<file path="config.mk">
export PLATFORM = sky130hd
export DESIGN_NAME = mesh_router_sync
export DESIGN_NICKNAME = d
export VERILOG_FILES = /design/src/rtl/noc_pkg.sv /design/src/rtl/router_fifo.sv /design/src/rtl/mesh_router_sync.sv
export SDC_FILE = /design/constraint.sdc
export NUM_CORES = 1
export LEC_CHECK = 0
export ABC_AREA = 1
export BUFFER_PORTS_ARGS = -buffer_cell sky130_fd_sc_hd__buf_4
export CAP_MARGIN = 0
export CORE_MARGIN = 1
export CORE_UTILIZATION = 40
export CTS_BUF_LIST = sky130_fd_sc_hd__clkbuf_16
export DETAILED_ROUTE_END_ITERATION = 10
export HOLD_SLACK_MARGIN = 0.02
export PLACE_DENSITY = 0.68
export SETUP_SLACK_MARGIN = 0.1
export SLEW_MARGIN = 20
export SYNTH_ARGS = -nofsm -noshare
export SYNTH_HDL_FRONTEND = slang
export SYNTH_SLANG_ARGS = --single-unit
</file>
<file path="constraint.sdc">
create_clock -name clk -period 5.51 [get_ports clk]
set_clock_uncertainty 0.2 [all_clocks]
set_input_delay 0.551 -clock clk [delete_from_list [all_inputs] [get_ports clk]]
set_output_delay 0.551 -clock clk [all_outputs]
set_load 0.01 [all_outputs]
</file>
<file path="src/rtl/noc_pkg.sv">
// Shared definitions for the mesh router: port indices, route codes and
// helpers that pull destination coordinates out of a flit.
package noc_pkg;

  localparam int unsigned NUM_PORTS = 5;

  localparam int unsigned P_LOCAL = 0;
  localparam int unsigned P_UP    = 1;
  localparam int unsigned P_DOWN  = 2;
  localparam int unsigned P_LEFT  = 3;
  localparam int unsigned P_RIGHT = 4;

  // Widest flit the extract helpers accept; narrower flits are zero-extended.
  localparam int unsigned MAX_FLIT_W = 256;

  // Route codes 0..4 equal the output port index they select.
  typedef enum logic [2:0] {
    R_LOCAL = 3'd0,
    R_UP    = 3'd1,
    R_DOWN  = 3'd2,
    R_LEFT  = 3'd3,
    R_RIGHT = 3'd4,
    R_DROP  = 3'd5
  } route_t;

  function automatic int unsigned coord_field(input logic [MAX_FLIT_W-1:0] flit,
                                              input int unsigned lsb,
                                              input int unsigned coord_w);
    logic [63:0] mask;
    mask = (64'd1 << coord_w) - 64'd1;
    return 32'(flit >> lsb) & 32'(mask);
  endfunction

  // dst_x occupies the top coord_w bits of the flit.
  function automatic int unsigned dst_x_of(input logic [MAX_FLIT_W-1:0] flit,
                                           input int unsigned data_w,
                                           input int unsigned coord_w);
    return coord_field(flit, data_w - coord_w, coord_w);
  endfunction

  // dst_y sits directly below dst_x.
  function automatic int unsigned dst_y_of(input logic [MAX_FLIT_W-1:0] flit,
                                           input int unsigned data_w,
                                           input int unsigned coord_w);
    return coord_field(flit, data_w - 2 * coord_w, coord_w);
  endfunction

  // Dimension-ordered XY routing; destinations outside the mesh are dropped.
  function automatic route_t route_of(input int unsigned dx, input int unsigned dy,
                                      input int unsigned xl, input int unsigned yl,
                                      input int unsigned mx, input int unsigned my);
    if (dx >= mx || dy >= my) return R_DROP;
    if (dx > xl) return R_RIGHT;
    if (dx < xl) return R_LEFT;
    if (dy > yl) return R_DOWN;
    if (dy < yl) return R_UP;
    return R_LOCAL;
  endfunction

endpackage

</file>
<file path="src/rtl/router_fifo.sv">
// Synchronous input FIFO for one router port. Head data is presented
// combinationally from storage, so a flit pushed on one edge is at the head
// in the following cycle. Push is refused when full (no bypass).
module router_fifo #(
  parameter int unsigned DATA_W = 39,
  parameter int unsigned DEPTH  = 4
) (
  input  logic              clk_i,
  input  logic              rst_i,
  input  logic              push_i,
  input  logic [DATA_W-1:0] wdata_i,
  input  logic              pop_i,
  output logic [DATA_W-1:0] rdata_o,
  output logic              full_o,
  output logic              empty_o
);

  localparam int unsigned AW = $clog2(DEPTH);

  logic [DATA_W-1:0] mem_q [DEPTH];
  // Extra MSB on each pointer distinguishes full from empty.
  logic [AW:0]       wr_ptr_q, wr_ptr_d;
  logic [AW:0]       rd_ptr_q, rd_ptr_d;
  logic              do_push, do_pop;

  assign full_o  = (wr_ptr_q[AW] != rd_ptr_q[AW]) && (wr_ptr_q[AW-1:0] == rd_ptr_q[AW-1:0]);
  assign empty_o = (wr_ptr_q == rd_ptr_q);
  assign rdata_o = mem_q[rd_ptr_q[AW-1:0]];

  // Qualify push/pop against full/empty and advance the pointers.
  always_comb begin
    do_push  = push_i && !full_o;
    do_pop   = pop_i && !empty_o;
    wr_ptr_d = wr_ptr_q + (AW + 1)'(do_push);
    rd_ptr_d = rd_ptr_q + (AW + 1)'(do_pop);
  end

  // Pointer state; reset empties the FIFO.
  always_ff @(posedge clk_i) begin
    if (rst_i) begin
      wr_ptr_q <= '0;
      rd_ptr_q <= '0;
    end else begin
      wr_ptr_q <= wr_ptr_d;
      rd_ptr_q <= rd_ptr_d;
    end
  end

  // Storage needs no reset; the pointers define what is valid.
  always_ff @(posedge clk_i) begin
    if (do_push) begin
      mem_q[wr_ptr_q[AW-1:0]] <= wdata_i;
    end
  end

endmodule

</file>
<file path="src/rtl/mesh_router_sync.sv">
// Clocked 5-port XY mesh router node. Port order: 0 local, 1 up, 2 down,
// 3 left, 4 right. Each input has a FIFO; each output has a round-robin
// arbiter and a valid/ready output register. Off-mesh heads are dropped.
// Optional per-output forwarded-flit counters: define NOC_ROUTER_STATS_EN.
module mesh_router_sync
  import noc_pkg::*;
#(
  parameter int unsigned DATA_W     = 39,
  parameter int unsigned COORD_W    = 4,
  parameter int unsigned MESH_X     = 3,
  parameter int unsigned MESH_Y     = 5,
  parameter int unsigned X_LOCAL    = 0,
  parameter int unsigned Y_LOCAL    = 0,
  parameter int unsigned FIFO_DEPTH = 4
) (
  input  logic                          clk,
  input  logic                          rst,
  input  logic [NUM_PORTS-1:0]          in_valid,
  input  logic [NUM_PORTS*DATA_W-1:0]   in_data,
  output logic [NUM_PORTS-1:0]          in_ready,
  output logic [NUM_PORTS-1:0]          out_valid,
  output logic [NUM_PORTS*DATA_W-1:0]   out_data,
  input  logic [NUM_PORTS-1:0]          out_ready,
  output logic [NUM_PORTS-1:0]          drop_pulse,
  output logic [NUM_PORTS*32-1:0]       stat_fwd_cnt
);

  logic [NUM_PORTS-1:0]  fifo_full, fifo_empty, fifo_push, fifo_pop;
  logic [DATA_W-1:0]     head_data  [NUM_PORTS];
  logic [MAX_FLIT_W-1:0] head_wide  [NUM_PORTS];
  route_t                head_route [NUM_PORTS];

  // req[o][p]: head of input p wants output o. grant[o][p] likewise.
  logic [NUM_PORTS-1:0]  req   [NUM_PORTS];
  logic [NUM_PORTS-1:0]  grant [NUM_PORTS];
  logic [NUM_PORTS-1:0]  drop;

  logic [2:0]            rr_q       [NUM_PORTS];
  logic [2:0]            rr_d       [NUM_PORTS];
  logic [NUM_PORTS-1:0]  out_valid_q, out_valid_d;
  logic [DATA_W-1:0]     out_data_q [NUM_PORTS];
  logic [DATA_W-1:0]     out_data_d [NUM_PORTS];
  logic [NUM_PORTS-1:0]  drop_pulse_q;

  assign in_ready   = ~fifo_full;
  assign fifo_push  = in_valid & ~fifo_full;
  assign out_valid  = out_valid_q;
  assign drop_pulse = drop_pulse_q;

  for (genvar p = 0; p < NUM_PORTS; p++) begin : g_port
    router_fifo #(
      .DATA_W (DATA_W),
      .DEPTH  (FIFO_DEPTH)
    ) u_fifo (
      .clk_i   (clk),
      .rst_i   (rst),
      .push_i  (fifo_push[p]),
      .wdata_i (in_data[p*DATA_W +: DATA_W]),
      .pop_i   (fifo_pop[p]),
      .rdata_o (head_data[p]),
      .full_o  (fifo_full[p]),
      .empty_o (fifo_empty[p])
    );

    assign head_wide[p] = {{(MAX_FLIT_W - DATA_W){1'b0}}, head_data[p]};
    assign out_data[p*DATA_W +: DATA_W] = out_data_q[p];
  end

  // Route every FIFO head and turn routes into per-output request vectors.
  always_comb begin
    for (int unsigned p = 0; p < NUM_PORTS; p++) begin
      head_route[p] = route_of(dst_x_of(head_wide[p], DATA_W, COORD_W),
                               dst_y_of(head_wide[p], DATA_W, COORD_W),
                               X_LOCAL, Y_LOCAL, MESH_X, MESH_Y);
    end
    for (int unsigned o = 0; o < NUM_PORTS; o++) begin
      req[o] = '0;
      for (int unsigned p = 0; p < NUM_PORTS; p++) begin
        req[o][p] = !fifo_empty[p] && (head_route[p] == route_t'(3'(o)));
      end
    end
  end

  // Round-robin grant per loadable output, output register load, and pops.
  always_comb begin
    int unsigned idx;
    int unsigned gidx;
    logic        found;
    out_valid_d = out_valid_q;
    fifo_pop    = '0;
    drop        = '0;
    idx         = 0;
    gidx        = 0;
    found       = 1'b0;
    for (int unsigned o = 0; o < NUM_PORTS; o++) begin
      rr_d[o]       = rr_q[o];
      grant[o]      = '0;
      out_data_d[o] = out_data_q[o];
    end
    for (int unsigned p = 0; p < NUM_PORTS; p++) begin
      drop[p] = !fifo_empty[p] && (head_route[p] == R_DROP);
    end
    for (int unsigned o = 0; o < NUM_PORTS; o++) begin
      if (!out_valid_q[o] || out_ready[o]) begin
        out_valid_d[o] = 1'b0;
        found          = 1'b0;
        gidx           = 0;
        for (int unsigned i = 0; i < NUM_PORTS; i++) begin
          idx = 32'(rr_q[o]) + i;
          if (idx >= NUM_PORTS) idx = idx - NUM_PORTS;
          if (!found && req[o][idx]) begin
            found = 1'b1;
            gidx  = idx;
          end
        end
        if (found) begin
          grant[o][gidx] = 1'b1;
          rr_d[o]        = (gidx == NUM_PORTS - 1) ? 3'd0 : 3'(gidx + 1);
          out_valid_d[o] = 1'b1;
          out_data_d[o]  = head_data[gidx];
        end
      end
    end
    fifo_pop = drop;
    for (int unsigned o = 0; o < NUM_PORTS; o++) begin
      fifo_pop = fifo_pop | grant[o];
    end
  end

  // Output registers, arbiter pointers and drop pulses.
  always_ff @(posedge clk) begin
    if (rst) begin
      out_valid_q  <= '0;
      drop_pulse_q <= '0;
      for (int unsigned o = 0; o < NUM_PORTS; o++) begin
        out_data_q[o] <= '0;
        rr_q[o]       <= '0;
      end
    end else begin
      out_valid_q  <= out_valid_d;
      drop_pulse_q <= drop;
      for (int unsigned o = 0; o < NUM_PORTS; o++) begin
        out_data_q[o] <= out_data_d[o];
        rr_q[o]       <= rr_d[o];
      end
    end
  end

`ifdef NOC_ROUTER_STATS_EN
  logic [31:0] stat_q [NUM_PORTS];

  // Count completed output handshakes, saturating at all-ones.
  always_ff @(posedge clk) begin
    if (rst) begin
      for (int unsigned o = 0; o < NUM_PORTS; o++) stat_q[o] <= '0;
    end else begin
      for (int unsigned o = 0; o < NUM_PORTS; o++) begin
        if (out_valid_q[o] && out_ready[o] && (stat_q[o] != 32'hFFFF_FFFF)) begin
          stat_q[o] <= stat_q[o] + 32'd1;
        end
      end
    end
  end

  for (genvar o = 0; o < NUM_PORTS; o++) begin : g_stat
    assign stat_fwd_cnt[o*32 +: 32] = stat_q[o];
  end
`else
  assign stat_fwd_cnt = '0;
`endif

endmodule

</file>
# Word-level counts from Yosys, hierarchy flattened
# Memories as Yosys holds them, arrays and structs flattened. A register that Yosys moved wholly into a read port is not among the register bits.
# Cells that the tools add are included.
dict set report op_classes {
  add_sub_neg 60
  magnitude_cmp 95
  eq_ne 45
  muxes 398
  n_bitwise 22
  n_reduce_logical 120
}
# operator count
set op_table {}
lappend op_table {{$mux 32} 80}
lappend op_table {{$mux 39} 25}
lappend op_table {{$lt 32x4->1 const B} 30}
lappend op_table {{$bmux 39 s3} 5}
lappend op_table {{$mux 3} 70}
lappend op_table {{$mux 1} 173}
lappend op_table {{$ge 33x4->1 const B} 5}
lappend op_table {{$not 32->33} 5}
lappend op_table {{$eq 32x3->1 const B} 5}
lappend op_table {{$ge 32x1->1 const B} 5}
lappend op_table {{$ge 4x3->1 const B} 25}
lappend op_table {{$sub 4x3->5 const B} 20}
lappend op_table {{$bmux 1 s3} 25}
lappend op_table {{$logic_and 1x1->1} 70}
lappend op_table {{$mux 5} 10}
lappend op_table {{$add 3x2->4 const B} 10}
lappend op_table {{$gt 4x1->1 const B} 10}
lappend op_table {{$lt 4x1->1 const B} 10}
lappend op_table {{$logic_not 1->1} 35}
lappend op_table {{$add 3x1->3} 10}
lappend op_table {{$eq 3x2->1 const B} 10}
lappend op_table {{$eq 3x3->1 const B} 10}
lappend op_table {{$or 5x5->5} 5}
lappend op_table {{$add 3x1->4 const B} 5}
lappend op_table {{other kinds (16)} 82}
dict set report word_totals {
  regBits 40
  ramBits 990
  inputBits 207
  out_inout_bits 370
  n_memories 7
}
# name depth word_bits read_ports rd_ports_with_merged_regs wr line
set memory_table {}
lappend memory_table {out_data_q 5 39 5 0 5 mesh_router_sync.sv:41} ;# logic [DATA_W-1:0] out_data_q [NUM_PORTS];
lappend memory_table {{g_port[0].u_fifo.mem_q} 4 39 1 1 1 router_fifo.sv:20} ;# logic [DATA_W-1:0] mem_q [DEPTH];
lappend memory_table {{g_port[1].u_fifo.mem_q} 4 39 1 1 1 router_fifo.sv:20}
lappend memory_table {{g_port[2].u_fifo.mem_q} 4 39 1 1 1 router_fifo.sv:20}
lappend memory_table {{g_port[3].u_fifo.mem_q} 4 39 1 1 1 router_fifo.sv:20}
lappend memory_table {{g_port[4].u_fifo.mem_q} 4 39 1 1 1 router_fifo.sv:20}
lappend memory_table {{+1 memories} -- -- -- -- -- --}

# Logic depth before layout (Yosys ltp)
dict set report logic_depth {
  word_depth 54
  ltp_mapped 34
  mapped_depth_nobuf 30
}

# Hierarchy
# From an unflattened synthesis, not the netlist that was laid out.
dict set report unflattened {
  hier_cells 5137
  area_unflattened_um2 48959.5
}
# mod instances cells_per_inst area_per_inst_um2 seq_area_each_um2
set by_module_without_submodules {}
lappend by_module_without_submodules {{router_fifo at g_port[0].u_fifo ...} 4 429 6326.1 4804.6}
lappend by_module_without_submodules {mesh_router_sync 1 2994 17536.8 4284.1}
lappend by_module_without_submodules {{router_fifo at g_port[4].u_fifo} 1 427 6118.4 4804.6}

# Worst setup path before layout
# No wires, ideal clock.
dict set report synth_timing {
  kind {register to register}
  startpoint {register g_port[2].u_fifo.rd_ptr_q[0]}
  endpoint {memory g_port[2].u_fifo.mem_q[2][0] (enable)}
  setup_time_ps 484
  arrival_time_ps 3863
  path_slack_ps 963
  path_stages_with_launch 9
  n_path_buf 2
  period_less_slack_ps 4547
  path_cell_list {dfxtp_1 -> buf_4 -> inv_2 -> buf_2 -> nand2_1 -> nand4_1 -> nand2b_1 -> nand2_1 -> nor3_1}
}
dict set report synth_between {
  elab_chain_cells 7
  elab_cells_between_ends 8
  classes_between {eq/ne: 1; mux: 2; bitwise: 2; reduce/logical: 3}
}
# item line
set synth_rtl {}
lappend synth_rtl {{start: declaration} router_fifo.sv:23} ;# logic [AW:0] rd_ptr_q, rd_ptr_d;
lappend synth_rtl {{start signal: assignment} router_fifo.sv:45} ;# rd_ptr_q <= rd_ptr_d;
lappend synth_rtl {{$eq 2x2->1} router_fifo.sv:26} ;# assign full_o = (wr_ptr_q[AW] != rd_ptr_q[AW]) && (wr_ptr_q[AW-1:0] == rd_ptr_q[AW-1:0]);
lappend synth_rtl {{$logic_and 1x1->1} router_fifo.sv:26}
lappend synth_rtl {{$not 5->5} --}
lappend synth_rtl {{via in_ready[2]} mesh_router_sync.sv:20} ;# output logic [NUM_PORTS-1:0] in_ready,
lappend synth_rtl {{$and 5x5->5} mesh_router_sync.sv:46} ;# assign fifo_push = in_valid & ~fifo_full;
lappend synth_rtl {{$logic_and 1x1->1} router_fifo.sv:32} ;# do_push = push_i && !full_o;
lappend synth_rtl {{$mux 1} router_fifo.sv:51} ;# if (do_push) begin
lappend synth_rtl {{$mux 1 (not written as such)} router_fifo.sv:52} ;# mem_q[wr_ptr_q[AW-1:0]] <= wdata_i;
lappend synth_rtl {{end: declaration} router_fifo.sv:20}
# The timed path passes the listed nets, and every way through them passes these cells.

==> key figures <==
Outcome
  • Status: finished, final reports clean

Yosys
  • Post-synth EDFFs: 780
  • Cells after synthesis: 5094
  • Prevailing post-synth register cell: edfxtp_1
  • Dominant cell type by area after synthesis: edfxtp_1
  • Top-count cell post-synth: nand2_1
  • Post-Syn Area: 47820 um^2
  • Top cell type's share of synthesized area: 48.98%
  • Synth cell types: 49
  • Synth Register Bits: 1024
  • Most frequent cells after synthesis: nand2_1 (1460), edfxtp_1 (780), nand3_1 (556)
  • Syn Area/Cell: 9.387 um^2
  • Synth async-reset ratio: 0%
  • Yosys warnings: 0
  • Top post-synthesis cells by area: edfxtp_1 (49%), nand2_1 (11%), dfxtp_1 (10%), nand3_1 (5.8%), nor2_1 (3.6%)
  • Seq/Total Area, Yosys: 59.20%

STA
  • Tmin final: 5.109 ns
  • Achievable Freq: 0.1957 GHz
  • Final worst path period share: 92.73%
  • Setup TNS: 0 ns
  • Unrepaired setup endpoints after global routing: false
  • Tightest Pin Transition: 0.9735 ns
  • Final setup fails: 0
  • Fin. max-slew vios: 0
  • Final hold vios: 0
  • Rel. slew slack: 34.75%

Hold path
  • Type of the most critical hold path: input port to register
  • Hold path endpoint: out_valid[4]
  • Hold Crit Depth: 4
  • Worst hold start: out_ready[4]

Critical path
  • Family with the most delay on the worst path: simple AND/OR/NAND/NOR gates
  • Reg2reg setup slack: 0.40 ns
  • Path depth of the worst reg2reg path: 24
  • Critical-path maximum fanout: 72
  • R2R Path Start: rr_q[0][13]
  • Startpoint type of the worst setup path: register
  • Most used cell, CP: nand2_1
  • Crit path depth: 24
  • Kind of critical path: register to register
  • R2r endpoint: out_data_q[0][191]
  • Crit path required time: 5.93 ns
  • Crit end category: register
  • Slowest stage delay, CP: 0.73 ns
  • CP Cell Sequence: inv_1, ha_1, inv_1, nand2_1, nand2_1, nand2_1, inv_1, nand2_1, o21ai_0, inv_1, nand3_1, nand3_1, nand2_1, nor2_1, buf_4, nand4_1, inv_1, nand2_2, buf_4, nand3_1, nand3_1, nand2_1, nor2_1, nor2_1
  • Slowest CP cell: buf_4
  • Worst path bufs/invs: 7
  • Data arrival, critical path: 5.53 ns

Clock tree
  • H-Tree Level Count: 3
  • CTS root buf: clkbuf_16
  • CTS Buf Count: 106
  • Hold_buf cts: 197
  • Post_cts resized: 0
  • CTS tree: yes
  • Clock Latency Late Sink: 0.73 ns
  • Clock Tree Buf Depth: 3
  • Post-CTS setup repair buffer count: 0
  • Clock transition at path regs: 0.06 ns
  • Clock net sink count: 1024

Final layout
  • Final Net Count: 5906
  • Multi-input logic area: 16150 um^2
  • Filler cells: 10779
  • Synth-to-Final Area Change: 19.42%
  • Register area: 28310 um^2
  • Share of layout cells above drive strength 1: 13.93%

Route
  • DRT antenna net count: 0
  • WL/cell: 21.05 um
  • Starting DRT DRC Count: 4795
  • Routed wire length: 152900 um
  • DR DRC count: 0
  • Drt via density: 5.272
  • Via count: 38283
  • First-pass detailed-route iteration total: 8

GRT
  • Initial antenna violation count: 13
  • Vias in the first global route: 34628
  • First-pass GRT wire length: 222300 um
  • Grt ovf: 0
  • Gr usage total: 24.52%
  • Largest net degree at the start of global routing: 81

Flow run
  • Maxcap violations: 0

Die
  • Starting Density: 40.44%
  • Row count: 126
  • CORE AREA: 118200 um^2
  • Die W: 347.8 um
  • Height of the die: 347.8 um
  • I/O pin total: 577
  • DIE AREA: 120900 um^2

Placement
  • Routability cong.: 0.9727
  • # port buffers: 416
  • Detailed placement HPWL: 106100 um
cell usage in the layout, fill, tap and decap left out, types with 9 or more instances in the layout:
cell type and n:
nand2_1 1456, edfxtp_1 780, nand3_1 556, buf_4 504
nor2_1 463, inv_1 365, dfxtp_1 239, dlygate4sd3_1 197
a21oi_1 193, o21ai_0 161, conb_1 160, clkbuf_16 106
ha_1 63, a32oi_1 62, a32o_1 62, inv_2 38
nand4_1 38, o22ai_1 38, nand2_2 23, nor3_2 21
clkinv_1 20, xnor2_1 16, nor2_2 14, xor2_1 14
clkinv_2 14, diode_2 10, nor2_4 10, o21ai_1 10
nand3_2 9
per-stage QoR:
step	instances	hold WS, ns	worst slack (ns)	utilization (%)	instance area (um^2)
after floorplan	5253	0.2473	0.9626	-	48410
after global placement	6864	0.2101	0.5873	43.76	51740
after detailed placement	6864	0.2123	0.5877	43.76	51740
after CTS	7252	0.05343	0.6055	48.27	57080
after global routing	7260	0.06792	0.1208	48.29	57100
final	7262	0.07029	0.4006	48.29	57100
area by class of cell:
cell class | count | area share, %
Sequential cell | 1024 | 49.58
Inverter | 379 | 2.500
Tap cell | 1536 | 3.366
Antenna cell | 10 | 0.04382
Timing Repair Buffer | 709 | 10.34
Multi-Input combinational cell | 3413 | 28.28
Clock inverter | 85 | 1.240
Clock buffer | 106 | 4.645
registers in the layout (all words and copies together) (netlist names):
name,flops
drop_pulse,5
g_port.u_fifo.mem_q,780
g_port.u_fifo.rd_ptr_q,15
g_port.u_fifo.wr_ptr_q,15
out_data_q,195
out_valid,5
rr_q,9
tightest hold or removal path, stage by stage:
cell	delay (ns)
buf_4	0.08
inv_1	0.03
nand2_1	0.16
a21oi_1	0.09
cells by family after synthesis:
kind of cell / Yosys count / synth area share [%]
xor+xnor: 30 / 0.5495
buf+inv: 816 / 8.515
simple gates: 2614 / 22.95
fa+ha+maj: 66 / 1.774
flops: 1024 / 59.20
compound gates: 543 / 7.010
other cells: 1 / 0.007842
routing by layer:
metal / global-route usage [%] / wire length, um / vias up
met5: 0 / 47 / -
met4: 10.77 / 6981 / 8
met3: 6.401 / 17040 / 302
met2: 37.42 / 68020 / 1974
met1: 32.77 / 60770 / 18091
li1: - / - / 17908
how the worst max path moves through the flow:
stage	start	end
after floorplan	g_port[2].u_fifo.rd_ptr_q[0]	g_port[2].u_fifo.mem_q[2][0]
after global placement	rr_q[0][13]	out_data_q[0][191]
after detailed placement	rr_q[0][13]	out_data_q[0][191]
after CTS	rr_q[0][13]	out_data_q[0][191]
after global routing	rr_q[0][1]	g_port[1].u_fifo.rd_ptr_q[2]
final	rr_q[0][13]	out_data_q[0][191]
Power is not shown: default switching activity piles up to over one toggle a cycle in this logic, so the estimate is an artifact.
